===== src/rtl/serial_addsub_ctrl_if.sv =====
`default_nettype none
// ============================================================================
// Module      : serial_addsub_ctrl_if
// Description : Request/response bundle between a requesting datapath and the
//               bit-serial add/subtract controller. The master issues
//               start/sel/a/b; the slave returns busy/done/result/cout/ovf.
// Revision    : 1.0 - initial release
// ============================================================================
interface serial_addsub_ctrl_if #(
  parameter int WIDTH = 8
);
  logic             start;
  logic             sel;
  logic [WIDTH-1:0] a;
  logic [WIDTH-1:0] b;
  logic             busy;
  logic             done;
  logic [WIDTH-1:0] result;
  logic             cout;
  logic             ovf;

  modport master (
    output start, sel, a, b,
    input  busy, done, result, cout, ovf
  );

  modport slave (
    input  start, sel, a, b,
    output busy, done, result, cout, ovf
  );
endinterface
`default_nettype wire


===== src/rtl/serial_addsub_ctrl.sv =====
`default_nettype none
// ============================================================================
// Module      : serial_addsub_ctrl
// Description : Bit-serial add/subtract controller. One full-adder cell is
//               stepped LSB first over WIDTH cycles to form a WIDTH-bit
//               two's-complement a+b or a-b, with a start/done handshake.
//               Optional feature macro: SERIAL_ADDSUB_OVF_EN (signed
//               overflow detection; ovf is tied low when undefined).
// Revision    : 1.0 - initial release
// ============================================================================
module serial_addsub_ctrl #(
  parameter int WIDTH = 8
) (
  input  logic                 clk,
  input  logic                 rst_n,
  serial_addsub_ctrl_if.slave  bus
);

  localparam int                c_cnt_w    = $clog2(WIDTH);
  localparam logic [c_cnt_w-1:0] c_cnt_last = c_cnt_w'(WIDTH - 1);
`ifdef SERIAL_ADDSUB_OVF_EN
  localparam logic [c_cnt_w-1:0] c_cnt_msb  = c_cnt_w'(WIDTH - 2);
`endif

  typedef enum logic [1:0] {
    S_IDLE = 2'd0,
    S_RUN  = 2'd1,
    S_DONE = 2'd2
  } state_t;

  state_t             r_state;
  logic [WIDTH-1:0]   r_a_sh;
  logic [WIDTH-1:0]   r_b_sh;
  logic [WIDTH-1:0]   r_res_sh;
  logic [WIDTH-1:0]   r_result;
  logic [c_cnt_w-1:0] r_cnt;
  logic               r_sel;
  logic               r_carry;
  logic               r_busy;
  logic               r_done;
  logic               r_cout;
`ifdef SERIAL_ADDSUB_OVF_EN
  logic               r_c_msb_in;
  logic               r_ovf;
`endif

  logic w_y;
  logic w_s;
  logic w_cnext;

  // Single full-adder cell; subtract inverts b and the +1 comes from the
  // carry seeded with sel at start.
  assign w_y     = r_b_sh[0] ^ r_sel;
  assign w_s     = r_a_sh[0] ^ w_y ^ r_carry;
  assign w_cnext = (r_a_sh[0] & w_y) | (r_a_sh[0] & r_carry) | (w_y & r_carry);

  // Sequencer: accept in IDLE, shift one bit per RUN cycle, publish in DONE.
  always_ff @(posedge clk or negedge rst_n) begin
    if (!rst_n) begin
      r_state    <= S_IDLE;
      r_a_sh     <= '0;
      r_b_sh     <= '0;
      r_res_sh   <= '0;
      r_result   <= '0;
      r_cnt      <= '0;
      r_sel      <= 1'b0;
      r_carry    <= 1'b0;
      r_busy     <= 1'b0;
      r_done     <= 1'b0;
      r_cout     <= 1'b0;
`ifdef SERIAL_ADDSUB_OVF_EN
      r_c_msb_in <= 1'b0;
      r_ovf      <= 1'b0;
`endif
    end else begin
      r_done <= 1'b0;
      case (r_state)
        S_IDLE: begin
          if (bus.start) begin
            r_a_sh  <= bus.a;
            r_b_sh  <= bus.b;
            r_sel   <= bus.sel;
            r_carry <= bus.sel;
            r_cnt   <= '0;
            r_busy  <= 1'b1;
            r_state <= S_RUN;
          end
        end
        S_RUN: begin
          r_res_sh <= {w_s, r_res_sh[WIDTH-1:1]};
          r_a_sh   <= r_a_sh >> 1;
          r_b_sh   <= r_b_sh >> 1;
          r_carry  <= w_cnext;
`ifdef SERIAL_ADDSUB_OVF_EN
          // Carry produced by bit WIDTH-2 is the carry into the sign bit.
          if (r_cnt == c_cnt_msb) begin
            r_c_msb_in <= w_cnext;
          end
`endif
          r_cnt <= r_cnt + 1'b1;
          if (r_cnt == c_cnt_last) begin
            r_state <= S_DONE;
          end
        end
        S_DONE: begin
          r_done   <= 1'b1;
          r_result <= r_res_sh;
          r_cout   <= r_carry;
`ifdef SERIAL_ADDSUB_OVF_EN
          r_ovf    <= r_c_msb_in ^ r_carry;
`endif
          r_busy   <= 1'b0;
          r_state  <= S_IDLE;
        end
        default: begin
          r_busy  <= 1'b0;
          r_state <= S_IDLE;
        end
      endcase
    end
  end

  assign bus.busy   = r_busy;
  assign bus.done   = r_done;
  assign bus.result = r_result;
  assign bus.cout   = r_cout;
`ifdef SERIAL_ADDSUB_OVF_EN
  assign bus.ovf    = r_ovf;
`else
  assign bus.ovf    = 1'b0;
`endif

endmodule
`default_nettype wire

===== src/flat_wrapper.sv =====
// flat-port wrapper written by rule: the top's interface ports become plain ports
module serial_addsub_ctrl_flat 
#(
  parameter int WIDTH = 8
)
  (clk, rst_n, bus_start, bus_sel, bus_a, bus_b, bus_busy, bus_done, bus_result, bus_cout, bus_ovf);
  serial_addsub_ctrl_if #(.WIDTH(WIDTH)) bus_i ();
  input  logic clk;
  input  logic rst_n;
  input wire logic [$bits(bus_i.start)-1:0] bus_start;
  input wire logic [$bits(bus_i.sel)-1:0] bus_sel;
  input wire logic [$bits(bus_i.a)-1:0] bus_a;
  input wire logic [$bits(bus_i.b)-1:0] bus_b;
  output wire logic [$bits(bus_i.busy)-1:0] bus_busy;
  output wire logic [$bits(bus_i.done)-1:0] bus_done;
  output wire logic [$bits(bus_i.result)-1:0] bus_result;
  output wire logic [$bits(bus_i.cout)-1:0] bus_cout;
  output wire logic [$bits(bus_i.ovf)-1:0] bus_ovf;
  assign bus_i.start = bus_start;
  assign bus_i.sel = bus_sel;
  assign bus_i.a = bus_a;
  assign bus_i.b = bus_b;
  assign bus_busy = bus_i.busy;
  assign bus_done = bus_i.done;
  assign bus_result = bus_i.result;
  assign bus_cout = bus_i.cout;
  assign bus_ovf = bus_i.ovf;
  serial_addsub_ctrl #(.WIDTH(WIDTH)) u_core (.clk(clk), .rst_n(rst_n), .bus(bus_i));
endmodule

===== config.mk =====
export PLATFORM = sky130hd
export DESIGN_NAME = serial_addsub_ctrl_flat
export DESIGN_NICKNAME = d
export VERILOG_FILES = /design/src/rtl/serial_addsub_ctrl_if.sv /design/src/rtl/serial_addsub_ctrl.sv /design/src/flat_wrapper.sv
export SDC_FILE = /design/constraint.sdc
export NUM_CORES = 1
export LEC_CHECK = 0
export CAP_MARGIN = 40
export CORE_AREA = 2 2 74 76
export DETAILED_ROUTE_END_ITERATION = 8
export DIE_AREA = 0 0 76 78
export HOLD_SLACK_MARGIN = 0.06
export PLACE_DENSITY = 0.7
export SETUP_SLACK_MARGIN = 0.3
export SLEW_MARGIN = 10
export SYNTH_ARGS = -nofsm -noshare
export SYNTH_HDL_FRONTEND = slang
export SYNTH_SLANG_ARGS = --single-unit

===== constraint.sdc =====
create_clock -name clk -period 1.2 [get_ports clk]
set_input_delay 0.36 -clock clk [delete_from_list [all_inputs] [get_ports clk]]
set_output_delay 0.36 -clock clk [all_outputs]
set_load 0.01 [all_outputs]

-- Word-level counts from Yosys, hierarchy flattened
Cells that the tools add are included.
- bitwise operators: 9
- reduce and logical (&&, ||, !) cells: 6
- add/subtract/negate cells: 1
- mux-type cells: 14
- equal/unequal tests: 5
- operators with widths (cell ; count):
    8-bit one-hot mux with 2 select lines ; 2
    8-bit two-way mux ; 2
    2-bit AND reduction ; 4
    3-bit one-hot mux with 2 select lines ; 1
    2-bit two-way mux ; 2
    1-bit one-hot mux with 2 select lines ; 2
    2-bit one-hot mux with 2 select lines ; 1
    3-bit by 1-bit adder with 3-bit output (second input constant) ; 1
    1-bit bitwise AND ; 3
    3-bit equality test (second input constant) ; 1
    1-bit two-way mux ; 3
    3-bit two-way mux ; 1
    1-bit bitwise XOR ; 3
    2-bit by 1-bit equality test with 1-bit output (second input constant) ; 1
    2-bit equality test (second input constant) ; 1
    2-bit logical NOT ; 1
    2-bit by 1-bit inequality test with 1-bit output (second input constant) ; 1
    2-bit inequality test (second input constant) ; 1
    1-bit bitwise OR ; 2
    2-bit nonzero test ; 1
    1-bit inverter ; 1
- register bits: 42
- output and inout port bits: 12
- input port bits: 20
- word-level logic and storage cells: 46

-- Longest topological paths before layout
- word-level depth: 5
- gate-level depth with buffers: 5
- mapped depth without buffers: 4

-- Worst setup path after synthesis
Ideal clock, no wire load.
- path kind: reg-to-reg
- from: reg u_core.r_state[1]
- to: reg u_core.r_sel
- library setup time: 0.128 ns
- stages on the path, launching flop included: 4
- data required time: 1.072 ns
- path buffers: 1
- slack: 0.026 ns
- arrival time: 1.046 ns
- period minus slack after synthesis: 1.174 ns
- cell sequence: dfrtp_1 > buf_4 > nor3b_2 > mux2_1
- longest elaborated chain between the ends: 2
- ends and longest elaborated chain (element ; RTL line ; text):
    start: declaration ; serial_addsub_ctrl.sv:31 ; state_t r_state;
    start signal: assignment ; serial_addsub_ctrl.sv:60 ; r_state <= S_IDLE;
    start signal: assignment ; serial_addsub_ctrl.sv:86 ; r_state <= S_RUN;
    start signal: assignment ; serial_addsub_ctrl.sv:102 ; r_state <= S_DONE;
    2-bit logical NOT ; serial_addsub_ctrl.sv:77 ; case (r_state)
    2-bit AND reduction (no source line) ; - ;
    end signal: assignment ; serial_addsub_ctrl.sv:82 ; r_sel <= bus.sel;
    end: declaration ; serial_addsub_ctrl.sv:37 ; logic r_sel;
Every way passes these cells.
A chain may end at the register's enable or synchronous reset.

-- Worst setup path in the final report
- from: reg u_core.r_state[0]
- to: reg u_core.r_a_sh[3]
- longest elaborated chain between the ends: 3
- elaborated cells between the ends (all ways): 6
- classes of those cells: eq/ne (2); mux (1); reduce/logical (3)
- ends and longest elaborated chain (element ; RTL line ; text):
    2-bit by 1-bit equality test with 1-bit output / 2-bit logical NOT (equally long branches) ; serial_addsub_ctrl.sv:77 ;
    2-bit nonzero test (no source line) / 2-bit inequality test (equally long branches) ; - ;
    2-bit AND reduction (no source line) ; - ;
    end signal: assignment ; serial_addsub_ctrl.sv:80 ; r_a_sh <= bus.a;
    end signal: assignment ; serial_addsub_ctrl.sv:91 ; r_a_sh <= r_a_sh >> 1;
    end: declaration ; serial_addsub_ctrl.sv:32 ; logic [WIDTH-1:0] r_a_sh;
Parallel ways exist; a longest one is shown, timed or not.

==> metrics.cfg <==
[routing]
antenna_violating_nets_post_route=0
drc_marker_count_from_the_first_detailed_route_iteration=48
route.final.wire_length_um=4476
drt_drc_violations_left=0
post_drt_via_cell_ratio=4.760
firstDrtPassIters=4
detailroute.via_count=1528
routedWlPerCell_um=13.94

[global_route]
largest_net_degree_at_the_start_of_global_routing=43
initial_antenna_violation_count=0
number_of_global_route_vias_before_repair=1534
global_route.usage.total=0.1617
grt.overflow.total=0
grt_pass1_wl_um=7569

[logic_synthesis]
ys_seq_elements=42
synth.avg_cell_area_um2=10.35
syn_inst=180
synth.cell_area_um2=1863
sequential_fraction_of_the_synthesis_area=0.5641
synthDominantAreaCellType=sky130_fd_sc_hd__dfrtp_1
yosys_warnings=0
post_synth_num_cell_types=36
synthDominantCellAreaShare=0.5641
synth.top_cells.by_area=sky130_fd_sc_hd__dfrtp_1, sky130_fd_sc_hd__nand2_1, sky130_fd_sc_hd__a2bb2oi_1, sky130_fd_sc_hd__o22a_1, sky130_fd_sc_hd__nand3b_1
postSynthNetCount=203
asyncSetResetFlopFracSynth=1.000
ys_dominant_reg_cell=sky130_fd_sc_hd__dfrtp_1
synth-edff-count=0

[job]
drv_cap=0

[floorplan]
num_io_pins=32
die-height_um=78
initial_utilization=0.3695
die_width_um=76
design.core.area_um2=5042
placement_rows=26
design.die.area_um2=5928

[timing]
rsz_0062_raised_after_global_routing=yes
final.setup_skew_ns=0.007490
final-hold-violation-count=0
drv_slew=0
fin_worst_hold_slack_ns=0.4652
final_critical_path_setup_slack_ns=-0.05891
achievable-frequency_mhz=794.3
post-route-period-util=1.049
setup-violations-final=10
final.setup.tns_ns=-0.2245
final_period_minus_worst_setup_slack_ns=1.259

[final_layout]
design.final.nets=273
ant_diodes=0
design_area_um2=2909
drive_gt1_frac=0.4582
synthToLayoutAreaGrowth_pct=56.15

[status]
violations=setup timing
status=finished, violations left

[power_and_ir_drop]
irDropWorstVdd_uv=1034
p_leak_nw=1.362
power_mw=6.775
power_density_nw_per_um2=2329

[worst_setup_path]
timing.setup.critical_path_class=reg2reg
path_max_fanout=10
endpoint_kind=register
critPathRequiredTime_ns=1.38
timing.critical_path.arrival_ns=1.44
startpoint_type=register

[clocking]
number_of_levels_the_h_tree_was_split_into=2
cts.sinks=42
clk_root_buffer_cell=sky130_fd_sc_hd__clkbuf_8
cts_buffer_depth=2
cts.clk_slew.worst_paths_ns=0.09
source_to_sink_clock_delay_at_the_later_pin_of_the_worst_skew_pair_ns=0.30
cts-buffers-inserted=5
cts_tree=yes

[min_path]
holdCritPathClass=reg2reg

[placed_design]
hpwl_um=2881
port_buffers=30
gp_routability_congestion=0.7928
placedInstanceArea_um2=2504
place_ws_ns=-0.5139

cells in the mapped netlist, types with 3 or more instances:
master,n
sky130_fd_sc_hd__dfrtp_1,42
sky130_fd_sc_hd__nand3b_1,6
sky130_fd_sc_hd__nand3_1,3
sky130_fd_sc_hd__a22oi_1,4
sky130_fd_sc_hd__o22a_1,6
sky130_fd_sc_hd__a2bb2oi_1,6
sky130_fd_sc_hd__nor2_1,4
sky130_fd_sc_hd__inv_1,8
sky130_fd_sc_hd__nand2_1,53
sky130_fd_sc_hd__nand2b_1,4
sky130_fd_sc_hd__o21ai_1,3
sky130_fd_sc_hd__buf_4,3
sky130_fd_sc_hd__buf_2,4
sky130_fd_sc_hd__o21ai_0,3
metrics by stage:
| stage | utilization | cells |
|---|---|---|
| floorplan | - | 180 |
| global placement | 0.4965 | 290 |
| detailed placement | 0.4965 | 290 |
| CTS | 0.5615 | 318 |
| global route | 0.5769 | 321 |
| finish | 0.5769 | 321 |
worst paths after layout:
path / cells past startpoint / startpoint / slack, ns / to
max in group asynchronous: 3 / rst_n / 0.43 / u_core.r_b_sh[1]$_DFFE_PN0P_
min: 2 / u_core.bus.result[0]$_DFFE_PN0P_ / 0.47 / u_core.bus.result[0]$_DFFE_PN0P_
min in group asynchronous: 3 / rst_n / 0.57 / u_core.r_res_sh[6]$_DFFE_PN0P_
min reg2reg: 2 / u_core.bus.result[0]$_DFFE_PN0P_ / 0.47 / u_core.bus.result[0]$_DFFE_PN0P_
max reg2reg: 3 / u_core.r_state[0]$_DFFE_PN0P_ / -0.06 / u_core.r_a_sh[3]$_DFFE_PN0P_
max: 3 / u_core.r_state[0]$_DFFE_PN0P_ / -0.06 / u_core.r_a_sh[3]$_DFFE_PN0P_
worst max-delay path: stages (launching register included):
cell,delay (ns)
sky130_fd_sc_hd__dfrtp_1,0.42
sky130_fd_sc_hd__buf_12,0.16
sky130_fd_sc_hd__and2b_4,0.21
sky130_fd_sc_hd__a221o_1,0.36
cells by family (layout without fill, tap and decap cells):
| logic type | Yosys count | in the layout | synth area share |
|---|---|---|---|
| AO/OA/AOI/OAI | 32 | 32 | 0.1383 |
| XOR/XNOR | 1 | 1 | 0.004702 |
| adder cells (fa/ha/maj) | 3 | 3 | 0.02418 |
| buffers and inverters | 19 | 88 | 0.05104 |
| flip-flops | 42 | 42 | 0.5641 |
| multiplexers | 1 | 1 | 0.006044 |
| other | 1 | 1 | 0.002013 |
| AND/OR/NAND/NOR | 81 | 83 | 0.2095 |
power breakdown:
| group | internal (mW) | leakage [nW] | switching (mW) | total, mW |
|---|---|---|---|---|
| clock | 0.420 | 0.0447 | 0.538 | 0.958 |
| combinational | 1.88 | 0.792 | 1.44 | 3.32 |
| sequential | 2.04 | 0.526 | 0.461 | 2.50 |
state kept, by name (all words and copies together) (netlist names), 2 cells and up:
register,count
u_core.r_b_sh,8
u_core.r_cnt,3
u_core.r_state,2
u_core.r_res_sh,8
u_core.bus.result,8
u_core.r_a_sh,8
final cells by class:
| cell class | instances | area, um2 |
|---|---|---|
| Clock buffer | 5 | 68.82 |
| Clock inverter | 3 | 25.02 |
| Fill cell | 428 | 2133 |
| Inverter | 9 | 38.79 |
| Multi-Input combinational cell | 121 | 967.2 |
| Sequential cell | 42 | 1051 |
| Tap cell | 70 | 87.58 |
| Timing Repair Buffer | 70 | 661.9 |
| Timing Repair inverter | 1 | 8.758 |
layer usage:
layer	wire length, um	up-vias	track usage
met3	155	7	0.03721
met4	54	0	0.04364
met2	2199	34	0.2652
met5	0	-	0
li1	-	749	-
met1	2067	738	0.2171
cell usage in the layout (no fill, tap or decap), types with 2 or more instances in the layout:
cell type	synthesis	layout
sky130_fd_sc_hd__nand3b_1	6	6
sky130_fd_sc_hd__dfrtp_1	42	42
sky130_fd_sc_hd__buf_6	1	8
sky130_fd_sc_hd__nand2b_4	0	4
sky130_fd_sc_hd__nor3b_4	0	2
sky130_fd_sc_hd__inv_1	8	8
sky130_fd_sc_hd__clkdlybuf4s50_1	0	17
sky130_fd_sc_hd__nand3_1	3	3
sky130_fd_sc_hd__clkbuf_8	0	5
sky130_fd_sc_hd__o21ai_1	3	3
sky130_fd_sc_hd__buf_4	3	24
sky130_fd_sc_hd__o21ai_2	0	3
sky130_fd_sc_hd__o22a_1	6	6
sky130_fd_sc_hd__nor3_4	0	2
sky130_fd_sc_hd__clkinv_4	0	3
sky130_fd_sc_hd__a211oi_2	2	2
sky130_fd_sc_hd__a22o_1	2	2
sky130_fd_sc_hd__nand2_1	53	39
sky130_fd_sc_hd__a22oi_2	0	4
sky130_fd_sc_hd__nor2_1	4	2
sky130_fd_sc_hd__nand2_2	0	13
sky130_fd_sc_hd__nor2_4	2	3
sky130_fd_sc_hd__buf_12	0	5
sky130_fd_sc_hd__buf_2	4	12
sky130_fd_sc_hd__o221a_2	2	2
sky130_fd_sc_hd__a21oi_2	0	2
sky130_fd_sc_hd__a2bb2oi_2	0	6
timing repair:
action                                  CTS  global route
endpoints found under the setup margin   53            53
setup buffers                            15             3
hold buffers                              1             0
gates resized for setup                  74            16
cloned                                    4             0
endpoints found under the hold margin    42             0
pin swaps                                11            10
No activity file was read; power rests on OpenSTA's default activity.
